===== src/rtl/load_store_unit_if.sv =====
// Data-bus signal bundle between the load/store unit (master) and data memory (slave).
interface load_store_unit_if;
    logic        BusReq;
    logic        BusWe;
    logic [31:0] BusAddr;
    logic [3:0]  BusByteEn;
    logic [31:0] BusWData;
    logic [31:0] BusRData;
    logic        BusAck;

    modport master (
        output BusReq,
        output BusWe,
        output BusAddr,
        output BusByteEn,
        output BusWData,
        input  BusRData,
        input  BusAck
    );

    modport slave (
        input  BusReq,
        input  BusWe,
        input  BusAddr,
        input  BusByteEn,
        input  BusWData,
        output BusRData,
        output BusAck
    );
endinterface


===== src/rtl/load_store_unit.sv =====
// Multi-cycle data-memory access unit: one req/ack bus transaction per load/store,
// core stall while busy, registered zero-extended load result, misalign and timeout faults.
module load_store_unit #(
    parameter int unsigned TIMEOUT = 15
) (
    input  logic                      clk,
    input  logic                      reset,
    input  logic                      MemRead,
    input  logic                      MemWrite,
    input  logic                      ByteAccess,
    input  logic [31:0]               Address,
    input  logic [31:0]               WriteData,
    output logic [31:0]               ReadData,
    output logic                      Stall,
    output logic                      BusFault,
    load_store_unit_if.master         bus
);

    typedef enum logic [1:0] {StIdle, StReq, StDone, StFault} state_e;

    localparam logic [7:0] CntMax = 8'(TIMEOUT - 1);

    state_e      state_q;
    logic [7:0]  cnt_q;
    logic [31:0] rdata_q;
    logic        fault_q;
    logic        req_q;
    logic        we_q;
    logic [31:0] addr_q;
    logic [3:0]  be_q;
    logic [31:0] wdata_q;
    logic [1:0]  lane_q;
    logic        byte_q;
    logic [31:0] load_data;
    logic        access;

    assign access = MemRead | MemWrite;

    // Lane select uses the captured offset, since Address may move on while stalled.
    always_comb begin
        load_data = bus.BusRData;
        if (byte_q) begin
            unique case (lane_q)
                2'd0: load_data = {24'h0, bus.BusRData[7:0]};
                2'd1: load_data = {24'h0, bus.BusRData[15:8]};
                2'd2: load_data = {24'h0, bus.BusRData[23:16]};
                2'd3: load_data = {24'h0, bus.BusRData[31:24]};
                default: load_data = 32'h0;
            endcase
        end
    end

    always_ff @(posedge clk or posedge reset) begin
        if (reset) begin
            state_q <= StIdle;
            cnt_q   <= 8'h0;
            rdata_q <= 32'h0;
            fault_q <= 1'b0;
            req_q   <= 1'b0;
            we_q    <= 1'b0;
            addr_q  <= 32'h0;
            be_q    <= 4'h0;
            wdata_q <= 32'h0;
            lane_q  <= 2'd0;
            byte_q  <= 1'b0;
        end else begin
            fault_q <= 1'b0;
            unique case (state_q)
                StIdle: begin
                    if (access) begin
                        if (!ByteAccess && (Address[1:0] != 2'b00)) begin
                            state_q <= StFault;
                            fault_q <= 1'b1;
                            rdata_q <= 32'h0;
                        end else begin
                            addr_q  <= {Address[31:2], 2'b00};
                            we_q    <= MemWrite;
                            be_q    <= ByteAccess ? (4'b0001 << Address[1:0]) : 4'hF;
                            wdata_q <= ByteAccess ? {4{WriteData[7:0]}} : WriteData;
                            lane_q  <= Address[1:0];
                            byte_q  <= ByteAccess;
                            req_q   <= 1'b1;
                            cnt_q   <= 8'h0;
                            state_q <= StReq;
                        end
                    end
                end
                StReq: begin
                    // An ack on the expiry cycle still completes the transaction.
                    if (bus.BusAck) begin
                        req_q   <= 1'b0;
                        state_q <= StDone;
                        if (!we_q) begin
                            rdata_q <= load_data;
                        end
                    end else if (cnt_q == CntMax) begin
                        req_q   <= 1'b0;
                        state_q <= StFault;
                        fault_q <= 1'b1;
                        rdata_q <= 32'h0;
                    end else begin
                        cnt_q <= cnt_q + 8'd1;
                    end
                end
                StDone:  state_q <= StIdle;
                StFault: state_q <= StIdle;
                default: state_q <= StIdle;
            endcase
        end
    end

    assign Stall         = ((state_q == StIdle) && access) || (state_q == StReq);
    assign ReadData      = rdata_q;
    assign BusFault      = fault_q;
    assign bus.BusReq    = req_q;
    assign bus.BusWe     = we_q;
    assign bus.BusAddr   = addr_q;
    assign bus.BusByteEn = be_q;
    assign bus.BusWData  = wdata_q;

endmodule


===== src/flat_wrapper.sv =====
// flat-port wrapper written by rule: the top's interface ports become plain ports
module load_store_unit_flat 
#(
    parameter int unsigned TIMEOUT = 15
)
  (clk, reset, MemRead, MemWrite, ByteAccess, Address, WriteData, ReadData, Stall, BusFault, bus_BusReq, bus_BusWe, bus_BusAddr, bus_BusByteEn, bus_BusWData, bus_BusRData, bus_BusAck);
  load_store_unit_if bus_i ();
  input  logic clk;
  input  logic reset;
  input  logic MemRead;
  input  logic MemWrite;
  input  logic ByteAccess;
  input  logic [31:0] Address;
  input  logic [31:0] WriteData;
  output logic [31:0] ReadData;
  output logic Stall;
  output logic BusFault;
  output wire logic [$bits(bus_i.BusReq)-1:0] bus_BusReq;
  output wire logic [$bits(bus_i.BusWe)-1:0] bus_BusWe;
  output wire logic [$bits(bus_i.BusAddr)-1:0] bus_BusAddr;
  output wire logic [$bits(bus_i.BusByteEn)-1:0] bus_BusByteEn;
  output wire logic [$bits(bus_i.BusWData)-1:0] bus_BusWData;
  input wire logic [$bits(bus_i.BusRData)-1:0] bus_BusRData;
  input wire logic [$bits(bus_i.BusAck)-1:0] bus_BusAck;
  assign bus_BusReq = bus_i.BusReq;
  assign bus_BusWe = bus_i.BusWe;
  assign bus_BusAddr = bus_i.BusAddr;
  assign bus_BusByteEn = bus_i.BusByteEn;
  assign bus_BusWData = bus_i.BusWData;
  assign bus_i.BusRData = bus_BusRData;
  assign bus_i.BusAck = bus_BusAck;
  load_store_unit #(.TIMEOUT(TIMEOUT)) u_core (.clk(clk), .reset(reset), .MemRead(MemRead), .MemWrite(MemWrite), .ByteAccess(ByteAccess), .Address(Address), .WriteData(WriteData), .ReadData(ReadData), .Stall(Stall), .BusFault(BusFault), .bus(bus_i));
endmodule

===== config.mk =====
export PLATFORM = sky130hd
export DESIGN_NAME = load_store_unit_flat
export DESIGN_NICKNAME = d
export VERILOG_FILES = /design/src/rtl/load_store_unit_if.sv /design/src/rtl/load_store_unit.sv /design/src/flat_wrapper.sv
export SDC_FILE = /design/constraint.sdc
export NUM_CORES = 1
export LEC_CHECK = 0
export ABC_AREA = 0
export CORE_MARGIN = 2
export CORE_UTILIZATION = 40
export CTS_BUF_LIST = sky130_fd_sc_hd__clkbuf_2 sky130_fd_sc_hd__clkbuf_4 sky130_fd_sc_hd__clkbuf_8
export CTS_CLUSTER_SIZE = 20
export DETAILED_ROUTE_END_ITERATION = 8
export PLACE_DENSITY_LB_ADDON = 0.25
export SYNTH_ARGS = -nofsm -noshare
export SYNTH_HDL_FRONTEND = slang
export SYNTH_SLANG_ARGS = --single-unit

===== constraint.sdc =====
create_clock -name clk -period 8.4 [get_ports clk]
set_input_delay 1.68 -clock clk [delete_from_list [all_inputs] [get_ports clk]]
set_output_delay 1.68 -clock clk [all_outputs]
set_load 0.05 [all_outputs]

==> results.py <==
metrics = {
    "cells_and_area": {
        "multiInputGateArea_um2": 1910,
        "areaGrowthSynthToFinish_pct": 51.6,
        "finalInstanceArea_um2": 7470,
        "fill_cells": 1043,
        "post-route-util": 0.622,
        "nNetsFinal": 779,
        "n_antenna_cell": 0,
        "register_area_um2": 2850,
        "fin_cells": 834,
        "drive_gt1_frac": 0.0757,
    },
    "sta": {
        "final_hold_viol_count": 0,
        "setup_ws_ns": 3.41,
        "final-setup-viol-count": 0,
        "rsz0062_at_grt": "false",
        "max_slew_margin": 0.361,
        "period_minus_slack_ns": 4.99,
        "max_freq_mhz": 200,
        "fin_skew_ns": 0.0107,
        "drv_slew": 0,
        "tns_ns": 0,
        "holdWs_ns": 0.474,
        "fin_crit_sh": 0.595,
        "tightestPinTransition_ns": 0.959,
    },
    "grt": {
        "grt_usage": 0.213,
        "antenna_found_initial": 0,
        "grt_first_pass_wirelength_um": 21800,
        "grt_max_degree": 95,
        "grt_overflow": 0,
        "grt_pass1_vias": 4321,
    },
    "setup_path": {
        "r2r_end": "u_core.cnt_q[3]$_DFFE_PP0P_",
        "crit_buf_inv": 2,
        "r2r_setup_slack_ns": 6.05,
        "cp-start-kind": "input pin",
        "setup.worst_path.start": "MemWrite",
        "cp_max_fo": 5,
        "rr_worst_depth": 4,
        "r2r-start": "u_core.state_q[1]$_DFFE_PP0P_",
        "cp_data_required_time_ns": 6.72,
        "critical_path_arrival_ns": 3.31,
        "slowest_stage": "clkdlybuf4s50_1",
        "crit_path_end_kind": "output pin",
        "critPathKind": "input pin to output pin",
        "endpoint": "Stall",
        "cp_num_cells": 5,
        "max_stage_delay_ns": 0.70,
        "cp_top_family": "buffers and inverters",
        "crit_chain": "clkdlybuf4s50_1 > or2_2 > nor2_1 > nor2_1 > clkdlybuf4s50_1",
    },
    "logic_synthesis": {
        "synthSimpleGateAreaFrac": 0.162,
        "netlist_top_cells_count": "nand2_1, dfrtp_1, o21ai_0",
        "synth_top_area_frac": 0.579,
        "yosysTopAreaCell": "dfrtp_1",
        "synth_top_family_by_area": "simple AND/OR/NAND/NOR gates",
        "ys_types": 49,
        "synth_cells": 477,
        "yosysWarningCount": 0,
        "avgSynthCellArea_um2": 10.3,
        "synthArstFlopShare": 1.00,
        "netlist_area_um2": 4930,
        "synthMuxAreaShare": 0.0670,
        "synth_xor_xnor_area_share": 0.00710,
        "ys.flop_type": "dfrtp_1",
        "synthTopCellsByArea": "dfrtp_1, nand2_1, mux2i_1",
        "synth_edf_count": 0,
        "yosysSeqAreaShare": 0.579,
        "yosysMostFrequentCell": "nand2_1",
        "ys_ff_latch": 114,
        "synth-adder-area-share": 0.00507,
        "synth-compound-area-share": 0.142,
    },
    "placed_design": {
        "dpl.cell_count": 803,
        "hpwlAfterDp_um": 9730,
        "port_buffers": 203,
        "gp_congestion": 0.788,
        "placed_cell_area_um2": 7020,
        "place_worst_setup_slack_ns": 3.40,
    },
    "route": {
        "post-route-drc-count": 0,
        "ant_nets": 0,
        "detail_route.iter0.violations": 266,
        "via_per_inst": 5.18,
        "wl_per_cell_um": 16.5,
        "vias": 4318,
        "drt_pre_antenna_iters": 4,
        "wl_um": 13800,
    },
    "clocking": {
        "clkSinkCount": 114,
        "cts_tree": "done",
        "htree_levels": 4,
        "post_cts.repair.setup_buffers": 0,
        "cts_buffer_depth": 2,
        "numCtsBuffers": 17,
        "cts_resized": 0,
        "clk_pin_slew_ns": 0.06,
        "clk_latency_ns": 0.43,
        "holdBufCountCts": 0,
        "clockRootBuffer": "clkbuf_8",
    },
    "power_and_ir_drop": {
        "vdd.ir_drop.worst_mv": 0.228,
        "powerDensity_nw_per_um2": 412,
        "p_total_mw": 3.08,
        "p_leak_nw": 3.41,
    },
    "die": {
        "num_rows": 40,
        "initial_core_util": 0.411,
        "die-width_um": 115,
        "coreArea_um2": 12000,
        "die_area_um2": 13200,
        "ios": 206,
        "die_h_um": 115,
    },
    "run_status": {
        "status": "complete, no violations",
    },
    "min_path": {
        "holdPathStages": 2,
        "hp-class": "flop to flop",
    },
    "job": {
        "cap_violations": 0,
    },
}
worst register-to-register path, cell delays in order, from the launching register on:
cell     delay (ns)
dfrtp_1        0.44
nor2_1         0.31
nand3_4        0.73
and3_1         0.50
a211o_1        0.26
kinds of logic (layout without fill, tap and decap cells):
family                     count (synthesis)  count (layout)
other                                      1               2
and+or+nand+nor                          193             193
xor gates and xnor gates                   4               4
muxes                                     32              32
adders and majority gates                  2               2
buffers and inverters                     34             243
AOI/OAI and AO/OA                         97              97
DFF                                      114             114
routing by layer:
metal  vias up  global-route usage  routed length (um)
met5         -                   0                   0
li1       2037                   -                   -
met2       191               0.345                6550
met1      2069               0.248                5490
met3        21               0.100                1480
met4         0              0.0787                 227
cell type report:
cell class	count	area share
timing repair buffer	207	0.275
inverter	5	0.00285
tap	147	0.0246
clock inverter	3	0.0121
multi-input combinational	330	0.255
clock buffer	28	0.0482
sequential	114	0.382
sequential cells by signal (all words and copies together) (netlist names):
| name | count |
|---|---|
| u_core.bus.BusWe | 1 |
| u_core.bus.BusReq | 1 |
| u_core.cnt_q | 8 |
| u_core.state_q | 2 |
| u_core.bus.BusByteEn | 4 |
| u_core.ReadData | 32 |
| u_core.byte_q | 1 |
| u_core.lane_q | 2 |
| u_core.bus.BusAddr | 30 |
| u_core.bus.BusWData | 32 |
| u_core.BusFault | 1 |
worst min path at each step:
stage,start,end
CTS,u_core.bus.BusAddr[21]$_DFFE_PP0P_,u_core.bus.BusAddr[21]$_DFFE_PP0P_
global route,u_core.ReadData[4]$_DFFE_PP0P_,u_core.ReadData[4]$_DFFE_PP0P_
finish,u_core.bus.BusAddr[21]$_DFFE_PP0P_,u_core.bus.BusAddr[21]$_DFFE_PP0P_
floorplan,u_core.cnt_q[4]$_DFFE_PP0P_,u_core.cnt_q[4]$_DFFE_PP0P_
detailed placement,u_core.bus.BusAddr[21]$_DFFE_PP0P_,u_core.bus.BusAddr[21]$_DFFE_PP0P_
global placement,u_core.bus.BusAddr[26]$_DFFE_PP0P_,u_core.bus.BusAddr[26]$_DFFE_PP0P_
power by group:
group | internal, mW | switching [mW] | leakage (nW) | total [mW]
Combinational | 0.529 | 1.09 | 1.71 | 1.62
Clock | 0.362 | 0.209 | 0.233 | 0.571
Sequential | 0.758 | 0.136 | 1.46 | 0.894
Total | 1.65 | 1.43 | 3.41 | 3.08
placed cells by master, fill, tap and decap left out, types with 5 or more instances in the layout:
master / instances
clkdlybuf4s50_1: 202
nand2_1: 152
dfrtp_1: 114
o21ai_0: 28
a22o_1: 27
mux2i_1: 24
clkbuf_8: 24
nor2_1: 15
mux2_2: 8
o2bb2ai_1: 8
o22ai_1: 7
o21ai_1: 5
Power figures use the tool's default switching activity.
